===== config.mk =====
export PLATFORM = sky130hd
export DESIGN_NAME = speed_tick_gen
export DESIGN_NICKNAME = d
export VERILOG_FILES = /design/src/rtl/speed_tick_gen.sv
export SDC_FILE = /design/constraint.sdc
export NUM_CORES = 1
export LEC_CHECK = 0
export CORE_ASPECT_RATIO = 0.75
export CORE_MARGIN = 2
export CORE_UTILIZATION = 45
export DETAILED_ROUTE_END_ITERATION = 8
export PLACE_DENSITY = 0.61
export SYNTH_ARGS = -nofsm -noshare
export SYNTH_HDL_FRONTEND = slang
export SYNTH_SLANG_ARGS = --single-unit

===== constraint.sdc =====
create_clock -name clk -period 6.1 [get_ports clk]
set_input_delay 1.22 -clock clk [delete_from_list [all_inputs] [get_ports clk]]
set_output_delay 1.22 -clock clk [all_outputs]
set_load 0.03 [all_outputs]

===== src/rtl/speed_tick_gen.sv =====
// rtl/speed_tick_gen.sv - run-time selectable row-advance timebase (optional SPEED_AUTORAMP_EN)
module speed_tick_gen #(
  parameter int NUM_SPEEDS = 8,
  parameter int SEL_W      = 3,
  parameter int BASE_DIV   = 6250000,
  parameter int CNT_W      = 32,
  parameter int ROW_W      = 4,
  parameter int RESET_SEL  = 7,
  parameter int RAMP_WRAPS = 4
) (
  input  logic             clk,
  input  logic             rst_n,
  input  logic             en,
  input  logic             sel_valid,
  input  logic [SEL_W-1:0] sel,
  output logic             sel_ready,
  output logic [SEL_W-1:0] active_sel,
  output logic             tick,
  output logic [ROW_W-1:0] row,
  output logic             row_wrap
);

  localparam logic [SEL_W-1:0] MAX_SEL = SEL_W'(NUM_SPEEDS - 1);
  localparam logic [ROW_W-1:0] ROW_MAX = '1;

  logic [CNT_W-1:0] cnt;
  logic [CNT_W-1:0] period_m1;
  logic [SEL_W-1:0] pending;
  logic [SEL_W-1:0] sel_clamped;
  logic             pend_v;
  logic             applied;
  logic             accept;
  logic             terminal;
  logic             apply;

`ifdef SPEED_AUTORAMP_EN
  localparam int RW_W = (RAMP_WRAPS < 2) ? 1 : $clog2(RAMP_WRAPS);
  logic [RW_W-1:0] wrap_cnt;
`endif

  // Period length tracks the speed that is currently timing rows.
  assign period_m1   = CNT_W'(BASE_DIV) * (CNT_W'(active_sel) + CNT_W'(1)) - CNT_W'(1);
  assign terminal    = en && (cnt == period_m1);
  assign accept      = sel_valid && sel_ready;
  assign sel_clamped = (sel > MAX_SEL) ? MAX_SEL : sel;
  // A paused timebase has no tick boundary to wait for, so apply at once.
  assign apply       = pend_v && (terminal || !en);

  // Speed request handshake: one request held at a time, ready returns after apply.
  always_ff @(posedge clk or negedge rst_n) begin
    if (!rst_n) begin
      pending   <= '0;
      pend_v    <= 1'b0;
      sel_ready <= 1'b1;
      applied   <= 1'b0;
    end else begin
      applied <= apply;
      if (accept) begin
        pending   <= sel_clamped;
        pend_v    <= 1'b1;
        sel_ready <= 1'b0;
      end else if (apply) begin
        pend_v <= 1'b0;
      end
      if (applied) begin
        sel_ready <= 1'b1;
      end
    end
  end

  // Prescaler, row index, pulses and active speed (handshake or auto-ramp).
  always_ff @(posedge clk or negedge rst_n) begin
    if (!rst_n) begin
      cnt        <= '0;
      active_sel <= SEL_W'(RESET_SEL);
      row        <= '0;
      tick       <= 1'b0;
      row_wrap   <= 1'b0;
`ifdef SPEED_AUTORAMP_EN
      wrap_cnt   <= '0;
`endif
    end else begin
      tick     <= 1'b0;
      row_wrap <= 1'b0;
      if (en) begin
        if (terminal) begin
          cnt      <= '0;
          tick     <= 1'b1;
          row      <= row + ROW_W'(1);
          row_wrap <= (row == ROW_MAX);
`ifdef SPEED_AUTORAMP_EN
          if (row == ROW_MAX) begin
            if (wrap_cnt == RW_W'(RAMP_WRAPS - 1)) begin
              wrap_cnt <= '0;
              // A request landing on the same edge takes priority over the ramp.
              if (!pend_v && active_sel != '0) begin
                active_sel <= active_sel - SEL_W'(1);
              end
            end else begin
              wrap_cnt <= wrap_cnt + RW_W'(1);
            end
          end
`endif
        end else begin
          cnt <= cnt + CNT_W'(1);
        end
      end else if (apply) begin
        cnt <= '0;
      end
      if (apply) begin
        active_sel <= pending;
      end
    end
  end

endmodule


# Word-level counts from Yosys, hierarchy flattened

Index checks and enable logic that the tools add are counted.

Register bits after elaboration: 47
Output and inout port bits: 10

$add $sub $neg: 4
$mul: 1
$lt $le $gt $ge: 1
Equal/unequal tests: 2
Multiplexer cells: 12
Reductions and logical operators: 9

Operator list:

| operator              | count |
|---|---|
| $mux 32               | 3 |
| $add 32x1->32 const B | 1 |
| $eq 32x32->1          | 1 |
| $sub 27x1->28 const B | 1 |
| $mul 19x4->23 const A | 1 |
| $mux 1                | 8 |
| $reduce_bool 2->1     | 3 |
| $add 3x1->4 const B   | 1 |
| $add 4x1->4 const B   | 1 |
| $eq 4x4->1 const B    | 1 |
| $gt 3x3->1 const B    | 1 |
| $logic_and 1x1->1     | 3 |
| $mux 3                | 1 |
| $reduce_and 2->1      | 1 |
| $logic_not 1->1       | 1 |
| $logic_or 1x1->1      | 1 |

# Longest topological paths before layout

Depth after elaboration: 9
Depth in mapped cells: 21

# Worst setup path before layout

Ideal clock, no wire load.

Kind: register to register
Start point: reg active_sel[0]
End point: reg row[1]
Setup time: 0.128 ns
Data arrival time: 5.720 ns
Required time: 5.972 ns
Path slack: 0.252 ns
Stages on the path, launching flop included: 20
Buffers on the path: 2
Cell sequence: dfstp_2 buf_2 inv_1 ha_1 inv_1 fa_1 xor2_1 ha_1 fa_1 xnor2_1 or4b_4 a211o_1 nor3_1 xor2_1 o2111ai_1 nor4b_2 o311ai_2 buf_4 nor2_2 mux2_1

Cells in the longest elaborated chain, start to end: 6

Ends and longest elaborated chain:

| what                              | RTL line | RTL |
|---|---|---|
| from (decl)                       | 17       | `output logic [SEL_W-1:0] active_sel,` |
| from (signal assigned)            | 75       | `active_sel <= SEL_W'(RESET_SEL);` |
| from (signal assigned)            | 111      | `active_sel <= pending;` |
| $add 3x1->4                       | 42       | `assign period_m1 = CNT_W'(BASE_DIV) * (CNT_W'(active_sel) + CNT_W'(1)) - CNT_W'(1);` |
| $mul 19x4->23                     | 42       |  |
| $sub 27x1->28                     | 42       |  |
| $eq 32x32->1                      | 43       | `assign terminal = en && (cnt == period_m1);` |
| $logic_and 1x1->1                 | 43       |  |
| $reduce_and 2->1 (no source line) | n/a      |  |
| to (signal assigned)              | 89       | `row <= row + ROW_W'(1);` |
| to (decl)                         | 19       | `output logic [ROW_W-1:0] row,` |

No other way between the ends.
A chain may end at the register's enable or synchronous reset.

# Worst setup path in the final report

Start point: reg active_sel[1]
End point: reg active_sel[0]

Cells in the longest elaborated chain, start to end: 7

Ends and longest elaborated chain:

| what              | RTL line | RTL |
|---|---|---|
| $add 3x1->4       | 42       |  |
| $mul 19x4->23     | 42       |  |
| $sub 27x1->28     | 42       |  |
| $eq 32x32->1      | 43       |  |
| $logic_and 1x1->1 | 43       |  |
| $logic_or 1x1->1  | 47       | `assign apply = pend_v && (terminal \|\| !en);` |
| $logic_and 1x1->1 | 47       |  |
| net apply         | 34       | `logic apply;` |

The timed path passes the listed nets, and every way through them passes these cells.

==> metrics.yaml <==
htree_levels: 2
synth.distinct_cells: 69
worstSetupEndpointType: "flip-flop"
ys_seq_area_frac: 0.292
cts.sinks: 47
antenna_cells: 0
cp_data_arrival_time_ps: 5950
syn_nets: 499
track_usage: 0.209
place_congestion: 0.919
grt_first_pass_wirelength_um: 16300
die_w_um: 114
syn-instance-count: 459
synthTopCellsByCount: "nor2_1 (45), dfrtp_1 (43), nand2_1 (37)"
ys_top_cells_by_area: "dfrtp_1 (27%), ha_1 (8.7%), xor2_1 (6.7%)"
synth_most_common_cell: "nor2_1"
core_area_mm2: 0.00860
status: "finished, final reports clean"
cp_max_fo: 11
synth_edf_count: 0
wl_per_cell_um: 16.7
async_flop_share: 1.00
io-pin-count: 17
fin_crit_sh: 0.941
cts_tree: "done"
clk_pin_slew_worst_paths_ps: 60
postLayoutSetupSlackWorst_ps: 362
nets: 514
rsz0062_at_grt: "false"
num_rows: 29
clock_skew_ps: 4.78
avgSynthCellArea_um2: 8.82
cts_root_buffer: "clkbuf_16"
gr-total-overflow: 0
routed_via_density: 5.82
dr.pass1.iters: 4
start_util: 0.471
drive_gt1_frac: 0.0905
clockBufferDepth: 2
tns_ps: 0
critPathKind: "reg2reg"
synth.largest_area_cell: "dfrtp_1"
dieArea_mm2: 0.00978
hpwl_um: 7410
worst_setup_path_start_kind: "flip-flop"
synth_top_area_share: 0.266
worst_pin_slew_ps: 1060
portBuffers: 16
ys_seq_elements: 47
holdBufCountCts: 0
first_global_vias: 3189
die_y_um: 86.1
fill_cells: 793
drtAntennaViolNets: 0
drv_cap: 0
antenna_found_initial: 0
clock_latency_ps: 290
min_period_ps: 5740
synthFlopType: "dfrtp_1"
vias: 3392
clock.fmax_mhz: 174
drtIter0Drc: 261
min_path_type: "reg2reg"
cts_buffers: 5
slew_viol_final: 0
final-setup-viol-count: 0
ys_warn_count: 0
slew_headroom: 0.297
hold_viol_final: 0
pre_cts_ws_ps: 63.3
grt_max_degree: 48
syn_area_mm2: 0.00405
crit_required_ps: 6310
drc: 0
wirelength_um: 9710
syn2layout_area_growth_pct: 11.2
[worst max-delay path, cell delays in order, from the launching register on]
cell and delay (ps):
dfstp_2 640, ha_1 240, xor2_1 180, inv_1 140, fa_1 530, xor2_1 190
ha_1 350, ha_1 330, a211oi_2 350, o21ai_1 160, a311o_1 360, a2111oi_1 460
nand4_1 240, or3_1 380, a21oi_1 180, o311ai_2 140, buf_4 210, a21oi_4 220
mux2_1 360
[registers in the layout, summed over array words and instances (netlist names)]
register,flops
cnt,32
row,4
active_sel,3
pending,3
applied,1
pend_v,1
row_wrap,1
sel_ready,1
tick,1
[final timing paths]
check,start,endpoint,slack (ps),cells past startpoint
setup / recovery,active_sel[1],active_sel[0],360,18
hold / removal,applied,sel_ready,430,1
setup reg to reg,active_sel[1],active_sel[0],360,18
hold reg to reg,applied,sel_ready,430,1
max in group asynchronous,rst_n,cnt[30],4330,1
min in group asynchronous,rst_n,cnt[22],1120,1
[cell usage in the layout (no fill, tap or decap), types with 7 or more instances in the layout]
cell             Yosys  final
nor2_1              45     45
dfrtp_1             43     43
nand2_1             37     37
xor2_1              31     31
xnor2_1             27     27
ha_1                28     27
nand3_1             25     25
inv_1               23     22
nand4_1             17     17
clkdlybuf4s50_1      0     15
a21oi_1             13     13
nor3_1              13     13
and3_1              11     11
a211oi_1             9      9
nor2b_1              7      7
o21ai_1              7      7
or3_1                7      7
buf_4                2      7
[cell type report]
cell class                 instances  area [µm²]  area share
multi-input combinational        373        2730       0.607
tap                              108         135      0.0300
clock inverter                     2        12.5     0.00278
sequential                        47        1180       0.263
clock buffer                       6         129      0.0286
timing repair buffer              24         219      0.0487
inverter                          23        90.1      0.0200
[what timing repair did]
action	in CTS	in global routing
setup buffers	0	1
gates resized for setup	0	7
hold endpoints to repair	0	0
setup endpoints to repair	0	41
[metal layers]
| metal | global-route usage | vias up | routed length [µm] | part of all wire |
|---|---|---|---|---|
| met1 | 0.336 | 1610 | 5080 | 0.52 |
| met5 | 0 | - | 0 | 0 |
| li1 | - | 1685 | - | - |
| met4 | 0.0188 | 0 | 14 | 0.0014 |
| met2 | 0.289 | 94 | 3910 | 0.40 |
| met3 | 0.0544 | 3 | 699 | 0.072 |
[stage by stage]
step / cells / cell area (µm²) / hold WS, ps / util
CTS: 582 / 4460 / 437 / 0.518
global placement: 574 / 4320 / 409 / 0.502
floorplan: 459 / 4050 / 405 / -
finish: 583 / 4500 / 430 / 0.523
global route: 583 / 4500 / 465 / 0.523
detailed placement: 574 / 4320 / 421 / 0.502
[cell families (layout without fill, tap and decap cells)]
| kind of cell | Yosys count | count (layout) | synth area share |
|---|---|---|---|
| AO/OA/AOI/OAI | 81 | 81 | 0.148 |
| XOR/XNOR | 60 | 60 | 0.137 |
| adder cells (fa/ha/maj) | 33 | 33 | 0.111 |
| buffers and inverters | 39 | 55 | 0.0399 |
| flip-flops | 47 | 47 | 0.292 |
| multiplexers | 9 | 9 | 0.0253 |
| AND/OR/NAND/NOR | 190 | 190 | 0.247 |
Power is left out: the tool's default activity adds up to more than one toggle a clock period on the data nets, which glitch-free logic cannot reach.
